## src/rtl/alu_mul_sequencer.sv

```systemverilog
// rtl/alu_mul_sequencer.sv - EX-stage ALU with iterative shift-add multiplier and pipeline stall
module alu_mul_sequencer #(
  parameter int WIDTH = 32
) (
  input  logic             clk_i,
  input  logic             rst_i,
  input  logic             start_i,
  input  logic             flush_i,
  input  logic [2:0]       ALUCtrl_i,
  input  logic [WIDTH-1:0] data1_i,
  input  logic [WIDTH-1:0] data2_i,
  output logic [WIDTH-1:0] data_o,
  output logic             valid_o,
  output logic             stall_o,
  output logic             busy_o
);

  localparam logic [2:0] ALUCtrl_AND = 3'b000;
  localparam logic [2:0] ALUCtrl_OR  = 3'b001;
  localparam logic [2:0] ALUCtrl_ADD = 3'b010;
  localparam logic [2:0] ALUCtrl_MUL = 3'b011;
  localparam logic [2:0] ALUCtrl_SUB = 3'b110;

  localparam logic [1:0] S_IDLE = 2'b00;
  localparam logic [1:0] S_RUN  = 2'b01;
  localparam logic [1:0] S_DONE = 2'b10;

  logic [1:0]       state;
  logic [WIDTH-1:0] acc;
  logic [WIDTH-1:0] mcand;
  logic [WIDTH-1:0] mplier;
  logic [WIDTH-1:0] acc_next;
  logic [WIDTH-1:0] mplier_next;
  logic [WIDTH-1:0] alu_result;
  logic             is_mul;
  logic             b_zero;

  assign is_mul = (ALUCtrl_i == ALUCtrl_MUL);
  assign b_zero = (data2_i == '0);

  // MUL with a zero multiplier falls into the default arm and yields 0
  always_comb begin
    alu_result = '0;
    case (ALUCtrl_i)
      ALUCtrl_AND: alu_result = data1_i & data2_i;
      ALUCtrl_OR:  alu_result = data1_i | data2_i;
      ALUCtrl_ADD: alu_result = data1_i + data2_i;
      ALUCtrl_SUB: alu_result = data1_i - data2_i;
      default:     alu_result = '0;
    endcase
  end

  assign acc_next    = mplier[0] ? (acc + mcand) : acc;
  assign mplier_next = mplier >> 1;

  always_ff @(posedge clk_i) begin
    if (!rst_i) begin
      state  <= S_IDLE;
      acc    <= '0;
      mcand  <= '0;
      mplier <= '0;
      data_o <= '0;
    end else if (flush_i) begin
      state <= S_IDLE;
    end else begin
      case (state)
        S_IDLE: begin
          if (start_i) begin
            if (is_mul && !b_zero) begin
              acc    <= '0;
              mcand  <= data1_i;
              mplier <= data2_i;
              state  <= S_RUN;
            end else begin
              data_o <= alu_result;
              state  <= S_DONE;
            end
          end
        end
        S_RUN: begin
          acc    <= acc_next;
          mcand  <= mcand << 1;
          mplier <= mplier_next;
          // early-out once no set multiplier bits remain
          if (mplier_next == '0) begin
            data_o <= acc_next;
            state  <= S_DONE;
          end
        end
        S_DONE:  state <= S_IDLE;
        default: state <= S_IDLE;
      endcase
    end
  end

  assign busy_o  = (state == S_RUN);
  assign valid_o = (state == S_DONE) && rst_i && !flush_i;
  assign stall_o = rst_i && !flush_i &&
                   (((state == S_IDLE) && start_i && is_mul && !b_zero) || (state == S_RUN));

endmodule

```

## config.mk

```make
export PLATFORM = sky130hd
export DESIGN_NAME = alu_mul_sequencer
export DESIGN_NICKNAME = d
export VERILOG_FILES = /design/src/rtl/alu_mul_sequencer.sv
export SDC_FILE = /design/constraint.sdc
export NUM_CORES = 1
export LEC_CHECK = 0
export CAP_MARGIN = 30
export CORE_ASPECT_RATIO = 1.75
export CORE_UTILIZATION = 53
export CTS_CLUSTER_SIZE = 40
export DETAILED_ROUTE_END_ITERATION = 10
export PLACE_DENSITY = 0.77
export SETUP_SLACK_MARGIN = 0.2
export SLEW_MARGIN = 25
export SYNTH_ARGS = -nofsm -noshare
export SYNTH_HDL_FRONTEND = slang
export SYNTH_SLANG_ARGS = --single-unit
```

## constraint.sdc

```tcl
create_clock -name clk_i -period 4.3 [get_ports clk_i]
set_input_delay 0.86 -clock clk_i [delete_from_list [all_inputs] [get_ports clk_i]]
set_output_delay 0.86 -clock clk_i [all_outputs]
set_load 0.01 [all_outputs]
```

# Word level (Yosys, flattened, before mapping)
# Cells that the tools add are included.
[word_totals]
ff_bits = 130
inputBits = 71
[classes]
addsub = 3
eq_ne = 10
muxes = 19
bitwise_logic = 4
n_reduce_logical = 20
[op_table]
columns = ["operator", "n"]
rows = [
  ["$mux 32", 10],
  ["$pmux 32 s2", 4],
  ["$pmux 32 s4", 1],
  ["$add 32x32->32", 2],
  ["$logic_not 32->1", 2],
  ["$and 32x32->32", 1],
  ["$or 32x32->32", 1],
  ["$sub 32x32->32", 1],
  ["$logic_and 1x1->1", 8],
  ["$eq 3x2->1 const B", 2],
  ["$mux 2", 3],
  ["$ne 2x2->1 const B", 3],
  ["$reduce_and 5->1", 1],
  ["$pmux 2 s2", 1],
  ["$reduce_and 4->1", 1],
  ["$eq 3x1->1 const B", 1],
  ["$eq 3x3->1 const B", 1],
  ["$logic_not 3->1", 1],
  ["$eq 2x1->1 const B", 1],
  ["$eq 2x2->1 const B", 1],
  ["$logic_not 1->1", 2],
  ["$logic_not 2->1", 1],
  ["$ne 2x1->1 const B", 1],
  ["$not 1->1", 2],
  ["other kinds (4)", 4],
]

# Depth between registers and ports, before layout
# Gate-level depths: netlist (run 1).
[logic_depth]
ltp_word = 6
depth_mapped = 18

# Least setup slack after synthesis (run 1)
# OpenSTA, ideal clock, no wires.
[synth_timing]
kind = "input to register"
start = "input ALUCtrl_i[0]"
end = "register data_o[26]"
arrival_time_ns = 4.327
t_required_ns = 4.238
path_slack_ns = -0.089
cell_stages = 16
cell_sequence = "buf_2 nor2b_1 clkbuf_1 nand2_1 nand2_1 o21ai_0 fa_1 nand2b_1 a21o_1 a211oi_1 a211oi_1 o31a_1 o31a_1 o21ba_1 or4b_1 nand3_1"
[synth_via]
elab_chain_cells = 5
elab_cells_between_ends = 12
classes_between = "eq/ne: 5; mux: 4; reduce/logical: 3"
[synth_lines]
columns = ["element", "line_no", "text"]
rows = [
  ["start, declared", "9", "input logic [2:0] ALUCtrl_i,"],
  ["$eq 3x3->1, or another cell as far along", "44", "case (ALUCtrl_i)"],
  ["$pmux 32 s4", "44", ""],
  ["$mux 32", "69", "if (is_mul && !b_zero) begin"],
  ["$mux 32", "68", "if (start_i) begin"],
  ["$pmux 32 s2", "66", "case (state)"],
  ["end signal, assigned", "75", "data_o <= alu_result;"],
  ["end signal, assigned", "86", "data_o <= acc_next;"],
  ["end, declared", "12", "output logic [WIDTH-1:0] data_o,"],
]
# Parallel ways exist; a longest one is shown, timed or not. The select of a mux whose other input is x is not followed.
# A chain may end at the register's enable or synchronous reset.

# Worst setup path after layout (run 1)
[layout_timing]
start = "input ALUCtrl_i[2]"
end = "register data_o[26]"
# The elaborated chain is that of the path after synthesis.

==> results of run 1 <==
==> placed cells by master, fill, tap and decap left out, drive strengths merged, types with 14 or more instances in the layout <==
| master | Yosys | final |
|---|---|---|
| nand2 | 227 | 227 |
| nor3 | 23 | 23 |
| clkbuf | 72 | 21 |
| xnor2 | 50 | 50 |
| nand2b | 15 | 15 |
| a31oi | 16 | 16 |
| dfxtp | 130 | 130 |
| a21oi | 99 | 99 |
| a211oi | 14 | 14 |
| o21ai | 68 | 68 |
| nor2b | 22 | 22 |
| maj3 | 31 | 31 |
| ha | 65 | 65 |
| a21boi | 26 | 26 |
| o211a | 63 | 63 |
| buf | 11 | 189 |
| nor2 | 85 | 85 |
| a21o | 33 | 33 |
| inv | 26 | 34 |
| nand3 | 78 | 78 |
| xor2 | 22 | 22 |
| clkdlybuf4s50 | 0 | 82 |
==> cells by family (layout without fill, tap and decap cells) <==
group	Yosys count	count (layout)	synth area share
flip-flops	130	130	0.248
XOR/XNOR	72	72	0.0609
other	0	1	0
adder cells (fa/ha/maj)	98	98	0.111
multiplexers	14	14	0.0135
buffers and inverters	110	351	0.0405
AO/OA/AOI/OAI	436	436	0.296
AND/OR/NAND/NOR	517	517	0.230
==> worst max-delay path by stage <==
stage | end | slack (ns) | cells after the start
3_3_place_gp | data_o[31] | -0.44 | 17
3_5_place_dp | data_o[26] | -0.50 | 15
4_1_cts | stall_o | 0.20 | 8
5_1_grt | data_o[31] | 0.02 | 18
6_report | data_o[26] | 0.23 | 15
2_1_floorplan | data_o[26] | 0.13 | 14
==> area by class of cell <==
cell class	instances	area (sq um)
inverter	27	101
fill	1574	5430
timing repair buffer	292	2490
tap	241	302
clock inverter	14	166
clock buffer	18	429
sequential	130	2600
antenna	1	2.50
multi-input combinational	1137	7760
==> through the flow <==
stage / total power, uW / hold slack (ns)
after global placement: 2320 / 0.447
after detailed placement: 2330 / 0.453
after CTS: 3870 / 0.462
after global routing: 4060 / 0.483
after floorplan: 1850 / 0.444
final: 3900 / 0.463
==> critical path, stage by stage <==
cell and delay (ns):
clkdlybuf4s50_1 0.49, and2_0 0.17, buf_4 0.16, a21oi_1 0.19, xnor2_1 0.11, ha_1 0.38, a21o_1 0.18, a211oi_2 0.06
a211oi_2 0.33, a211oi_2 0.13, o31a_1 0.32, o31a_1 0.29, o21ba_1 0.20, or4b_4 0.47, nand3_1 0.09
==> sequential cells by signal, indices dropped and copies added, names as in the netlist <==
signal and flops:
state 2, acc 32, mcand 32, mplier 32, data_o 32
==> what timing repair did <==
action                     4_1_cts  5_1_grt
buffers inserted                12        9
hold buffers                     0        0
resized for setup               40       47
setup endpoints to repair       14       16
pin swaps                       34       51
==> routing by layer <==
layer,vias to the layer above,share of wire,track usage
met5,-,0,0
met4,0,0.065,0.220
met3,136,0.055,0.0494
met2,431,0.48,0.598
met1,5466,0.40,0.442
li1,5524,-,-
==> power groups by stage <==
stage	logic, uW	clock network [uW]	registers (uW)
6_report	1120	1510	1280
5_1_grt	1200	1580	1280
4_1_cts	1070	1530	1270
3_5_place_dp	1030	0	1300
3_3_place_gp	1020	0	1300
2_1_floorplan	554	0	1300
==> summary.md, run 1 <==
| Metric | Value |
|---|---|
| Status | `finished clean` |
| Seq pwr share | `0.327` |
| Layout area overhead | `32.3%` |
| Antenna violations before repair | `1` |
| RePlAce Congestion | `approximately 0.94` |
| Pre-CTS setup slack | `-0.504 ns` |
| Row count | `between 60 and 70` |
| Worst setup SP type | `input port` |
| Endpoint, Worst Hold | `data_o[4]` |
| Placed instance count | `~1800` |
| Global-route wire length before repair | `roughly 57000 microns` |
| Clock root buffer | `clkbuf_16` |
| Number of synthesized flops with an enable pin | `0` |
| Share of power burned in combinational logic | `0.286` |
| IO buf count | `between 100 and 150` |
| Synth area leaders | `dfxtp_1, nand2_1, ha_1` |
| Initial cell density of the core | `0.543` |
| Grt ovf | `0` |
| Kind of critical path | `input port to flip-flop` |
| Chip height | `188 microns` |
| Required @ worst endpoint | `between 4 and 5 ns` |
| Non-Filler Instances | `between 1500 and 2000` |
| R2r setup slk | `1.00 ns` |
| Int Pwr | `approximately 2700 uW` |
| Worst r2r dst | `data_o[31]` |
| Worst Hold Launch | `data_o[4]` |
| Fin crit share | `0.947` |
| Number of DRC markers in iteration 0 | `~800` |
| Placed cell area | `between 10000 and 15000 sq um` |
| Global Route Usage Sum | `0.363` |
| Final hold vios | `0` |
| Clock buffer count from CTS | `17` |
| DR DRC count | `0` |
| Setup ws final | `approximately 0.23 ns` |
| Cell with the most instances after synthesis | `nand2_1` |
| Final Setup Violations | `0` |
| CTS tree | `done` |
| Leak | `about 0.0065 uW` |
| RSZ-0062 raised after global routing | `true` |
| Vias in the first global route | `~11000` |
| Die X | `roughly 110 microns` |
| CTS Buffer Depth | `2` |
| Die Footprint | `between 20000 and 25000 sq um` |
| Total number of vias | `about 12000` |
| Gate Count Post-Synth | `1377` |
| Post-synthesis sequential area ratio | `0.248` |
| Syn nets | `between 1500 and 2000` |
| Post-route cell area | `around 14000 sq um` |
| Syn_area_per_cell | `between 7 and 8 sq um` |
| CTS sink cnt | `130` |
| Fraction of registers with async set/reset | `0` |
| Largest area contributor in the netlist | `dfxtp_1` |
| FF-to-FF Start | `mcand[14]` |
| Util after Layout | `0.719` |
| Worst Reg-to-Reg Cells | `10` |
| CP arrival | `approximately 4.5 ns` |
| Least-Margin Pin Slew | `between 0.8 and 0.9 ns` |
| Clock power frac | `0.387` |
| Post-DP HPWL | `about 27000 microns` |
| Io pins | `around 110` |
| NetSw | `1240 uW` |
| Synthesized flop and latch total | `130` |
| Drt via density | `a little over 6` |
| Slew headroom | `0.427` |
| Pwr dens | `about 280 nW/um^2` |
| Clock Latency Late Sink | `0.44 ns` |
| Max VDD drop | `between 0.0003 and 0.0004 V` |
| Layout Nets | `between 1500 and 2000` |
| Max-Cap Viols | `0` |
| Crit path time final | `about 4.1 ns` |
| DR pass1 iterations | `6` |
| Core box area | `about 19000 sq um` |
| Synth unique cells | `around 80` |
| Reg clk slew, reported paths | `0.06 ns` |
| Crit end category | `flip-flop` |
| Maximum fanout along the worst path | `6` |
| Synth warnings | `0` |
| Cell area after synthesis | `10500 sq um` |
| Wirelength per Cell | `19.5 microns` |
| Synth top area share | `0.248` |
| Final setup TNS | `0 ns` |
| Switch share | `0.317` |
| Pin count of the biggest net entering global routing | `104` |
| Share of post-route cells with drive strength above 1 | `0.177` |
| Commonest cells in the synthesized netlist | `nand2_1, dfxtp_1, a21oi_1` |
| Setup crit start | `ALUCtrl_i[2]` |
| Main flop type after synthesis | `dfxtp_1` |
| Clock skew | `0.00974 ns` |
| Worst min-delay path category | `flip-flop to flip-flop` |
| Depth of the CTS H-tree | `4` |
| Slew Limit Fails | `0` |
| Hold path depth | `2` |
| Fmax | `246 MHz` |
| Routed Wire Length | `36300 microns` |
| Final ANT Viol Nets | `0` |
(Power assumes the default switching activity.)
==> run 2, diff against run 1 <==
--- a/config.mk
+++ b/config.mk
@@ -7,12 +7,12 @@
 export LEC_CHECK = 0
 export CAP_MARGIN = 30
 export CORE_ASPECT_RATIO = 1.75
-export CORE_UTILIZATION = 53
+export CORE_UTILIZATION = 54
+export CTS_BUF_LIST = sky130_fd_sc_hd__clkbuf_4
 export CTS_CLUSTER_SIZE = 40
 export DETAILED_ROUTE_END_ITERATION = 10
-export PLACE_DENSITY = 0.77
+export PLACE_DENSITY = 0.78
 export SETUP_SLACK_MARGIN = 0.2
-export SLEW_MARGIN = 25
 export SYNTH_ARGS = -nofsm -noshare
 export SYNTH_HDL_FRONTEND = slang
 export SYNTH_SLANG_ARGS = --single-unit
==> summary.md, run 2 (synthesized netlist as in run 1, its figures left out) <==
| Metric | Value |
|---|---|
| Clock Latency Late Sink | `roughly 0.6 ns` |
| Worst setup SP type | `input port` |
| Core box area | `between 15000 and 20000 sq um` |
| CP max stage delay | `slightly above 0.5 ns` |
| Total power | `approximately 3400 uW` |
| Fin crit share | `0.935` |
| Final hold vios | `0` |
| Area occupied by multi-input gates | `just under 8000 sq um` |
| Cell chain of the critical path | `clkdlybuf4s50_1, or4_4, buf_6, nor2_4, a21oi_2, xnor2_1, ha_1, nand2_2, o311ai_4, a211oi_2, o31a_1, o31a_1, o21ba_1, or4b_1, nand3_1` |
| Wirelength per Cell | `~19 microns` |
| Crit path time final | `4.02 ns` |
| Number of DRC markers in iteration 0 | `slightly above 800` |
| Vias in the first global route | `approximately 11000` |
| Leak | `~0.0065 uW` |
| Global-route wire length before repair | `between 50000 and 60000 microns` |
| Layout area overhead | `29.6%` |
| Least-Margin Pin Slew | `~1 ns` |
| RePlAce Congestion | `0.961` |
| Most frequent cells in the layout | `nand2_1, buf_4, dfxtp_1` |
| Die Footprint | `approximately 20000 sq um` |
| Placed instance count | `1810` |
| Failing checks | `DRC` |
| Row count | `67` |
| Chip height | `186 microns` |
| Setup ws final | `between 0.2 and 0.3 ns` |
| CP most frequent cell | `o31a_1` |
| Clock buffer count from CTS | `17` |
| DR pass1 iterations | `9` |
| Max-Cap Viols | `0` |
| Clock skew | `0.0187 ns` |
| Final ANT Viol Nets | `0` |
| Depth of the CTS H-tree | `4` |
| Post-DP HPWL | `around 27000 microns` |
| Slowest-stage cell, CP | `or4b_1` |
| Initial cell density of the core | `0.548` |
| Die X | `107 microns` |
| Layout Nets | `approximately 1700` |
| Cts hold-fix bufs | `0` |
| Pre-CTS setup slack | `-0.485 ns` |
| Fill cells | `roughly 1600` |
| Slew headroom | `0.352` |
| Final Setup Violations | `0` |
| Required @ worst endpoint | `4.85 ns` |
| Global Route Usage Sum | `0.357` |
| Crit end category | `flip-flop` |
| Antenna violations before repair | `2` |
| CTS sink cnt | `130` |
| Grt ovf | `0` |
| Share of post-route cells with drive strength above 1 | `0.168` |
| Pwr dens | `roughly 250 nW/um^2` |
| Reg clk slew, reported paths | `about 0.14 ns` |
| Worst min-delay path category | `flip-flop to flip-flop` |
| DR DRC count | `2` |
| RSZ-0062 raised after global routing | `false` |
| Max VDD drop | `0.000174 V` |
| Total number of vias | `~11000` |
| Kind of critical path | `input port to flip-flop` |
| Clock root buffer | `clkbuf_4` |
| CTS Buffer Depth | `2` |
| Maximum fanout along the worst path | `4` |
| Routed Wire Length | `around 36000 microns` |
| Drt via density | `between 6 and 7` |
| Io pins | `about 110` |
| Pin count of the biggest net entering global routing | `99` |
| CP arrival | `4.57 ns` |
| Status | `finished with violations` |
| Fmax | `249 MHz` |
| Non-Filler Instances | `1858` |
| Slew Limit Fails | `0` |
| IO buf count | `roughly 110` |
| Commonest non-fill, non-tap cell in the layout | `nand2_1` |
| FF/Latch Area | `approximately 2600 sq um` |
| CTS tree | `done` |
## run 2: path summary, 6_finish.rpt
kind	from	end	slack, ns	cells past startpoint
worst max-delay path	data2_i[10]	data_o[26]	0.28	15
worst min-delay path	data_o[11]	data_o[11]	0.47	2
worst max register to register	acc[9]	data_o[31]	0.92	11
worst min register to register	data_o[11]	data_o[11]	0.47	2
## run 2: routing by layer
metal | share of wire | vias to the layer above | global-route usage
li1 | - | 5523 | -
met1 | 0.41 | 5350 | 0.429
met2 | 0.49 | 429 | 0.608
met3 | 0.054 | 104 | 0.0488
met4 | 0.048 | 0 | 0.199
met5 | 0 | - | 0
## run 2: cell type report
| cell class | instances | share of cell area |
|---|---|---|
| Antenna cell | 2 | 0.000369 |
| Clock buffer | 17 | 0.00940 |
| Clock inverter | 14 | 0.0146 |
| Inverter | 27 | 0.00747 |
| Multi-Input combinational cell | 1137 | 0.569 |
| Sequential cell | 130 | 0.192 |
| Tap cell | 241 | 0.0222 |
| Timing Repair Buffer | 290 | 0.186 |
## run 2: power breakdown
| part | switching [uW] | total (uW) | internal, uW |
|---|---|---|---|
| Combinational | 558 | 1100 | 543 |
| Clock | 538 | 1000 | 466 |
| Sequential | 32.6 | 1270 | 1240 |
## run 2: timing repair
item                                    in CTS  in global routing
resized for setup                            4                 52
pin swaps                                    6                 49
endpoints found under the setup margin       5                 15
buffers inserted                             3                 12
## run 2: critical path, delay by kind of cell
kind / cells / cell delay [ns]
AOI/OAI and AO/OA: 6 / 1.33
buffers and inverters: 2 / 0.59
adders and majority gates: 1 / 0.34
and+or+nand+nor: 5 / 1.33
xor gates and xnor gates: 1 / 0.12
## run 2: stage by stage
step	hold WS, ns	cell area (sq um)	TNS [ns]	utilization
floorplan	0.444	10600	0	-
global placement	0.446	12900	-4.83	0.675
detailed placement	0.454	12900	-5.86	0.675
CTS	0.472	13300	0	0.694
global route	0.501	13600	0	0.710
finish	0.465	13600	0	0.710
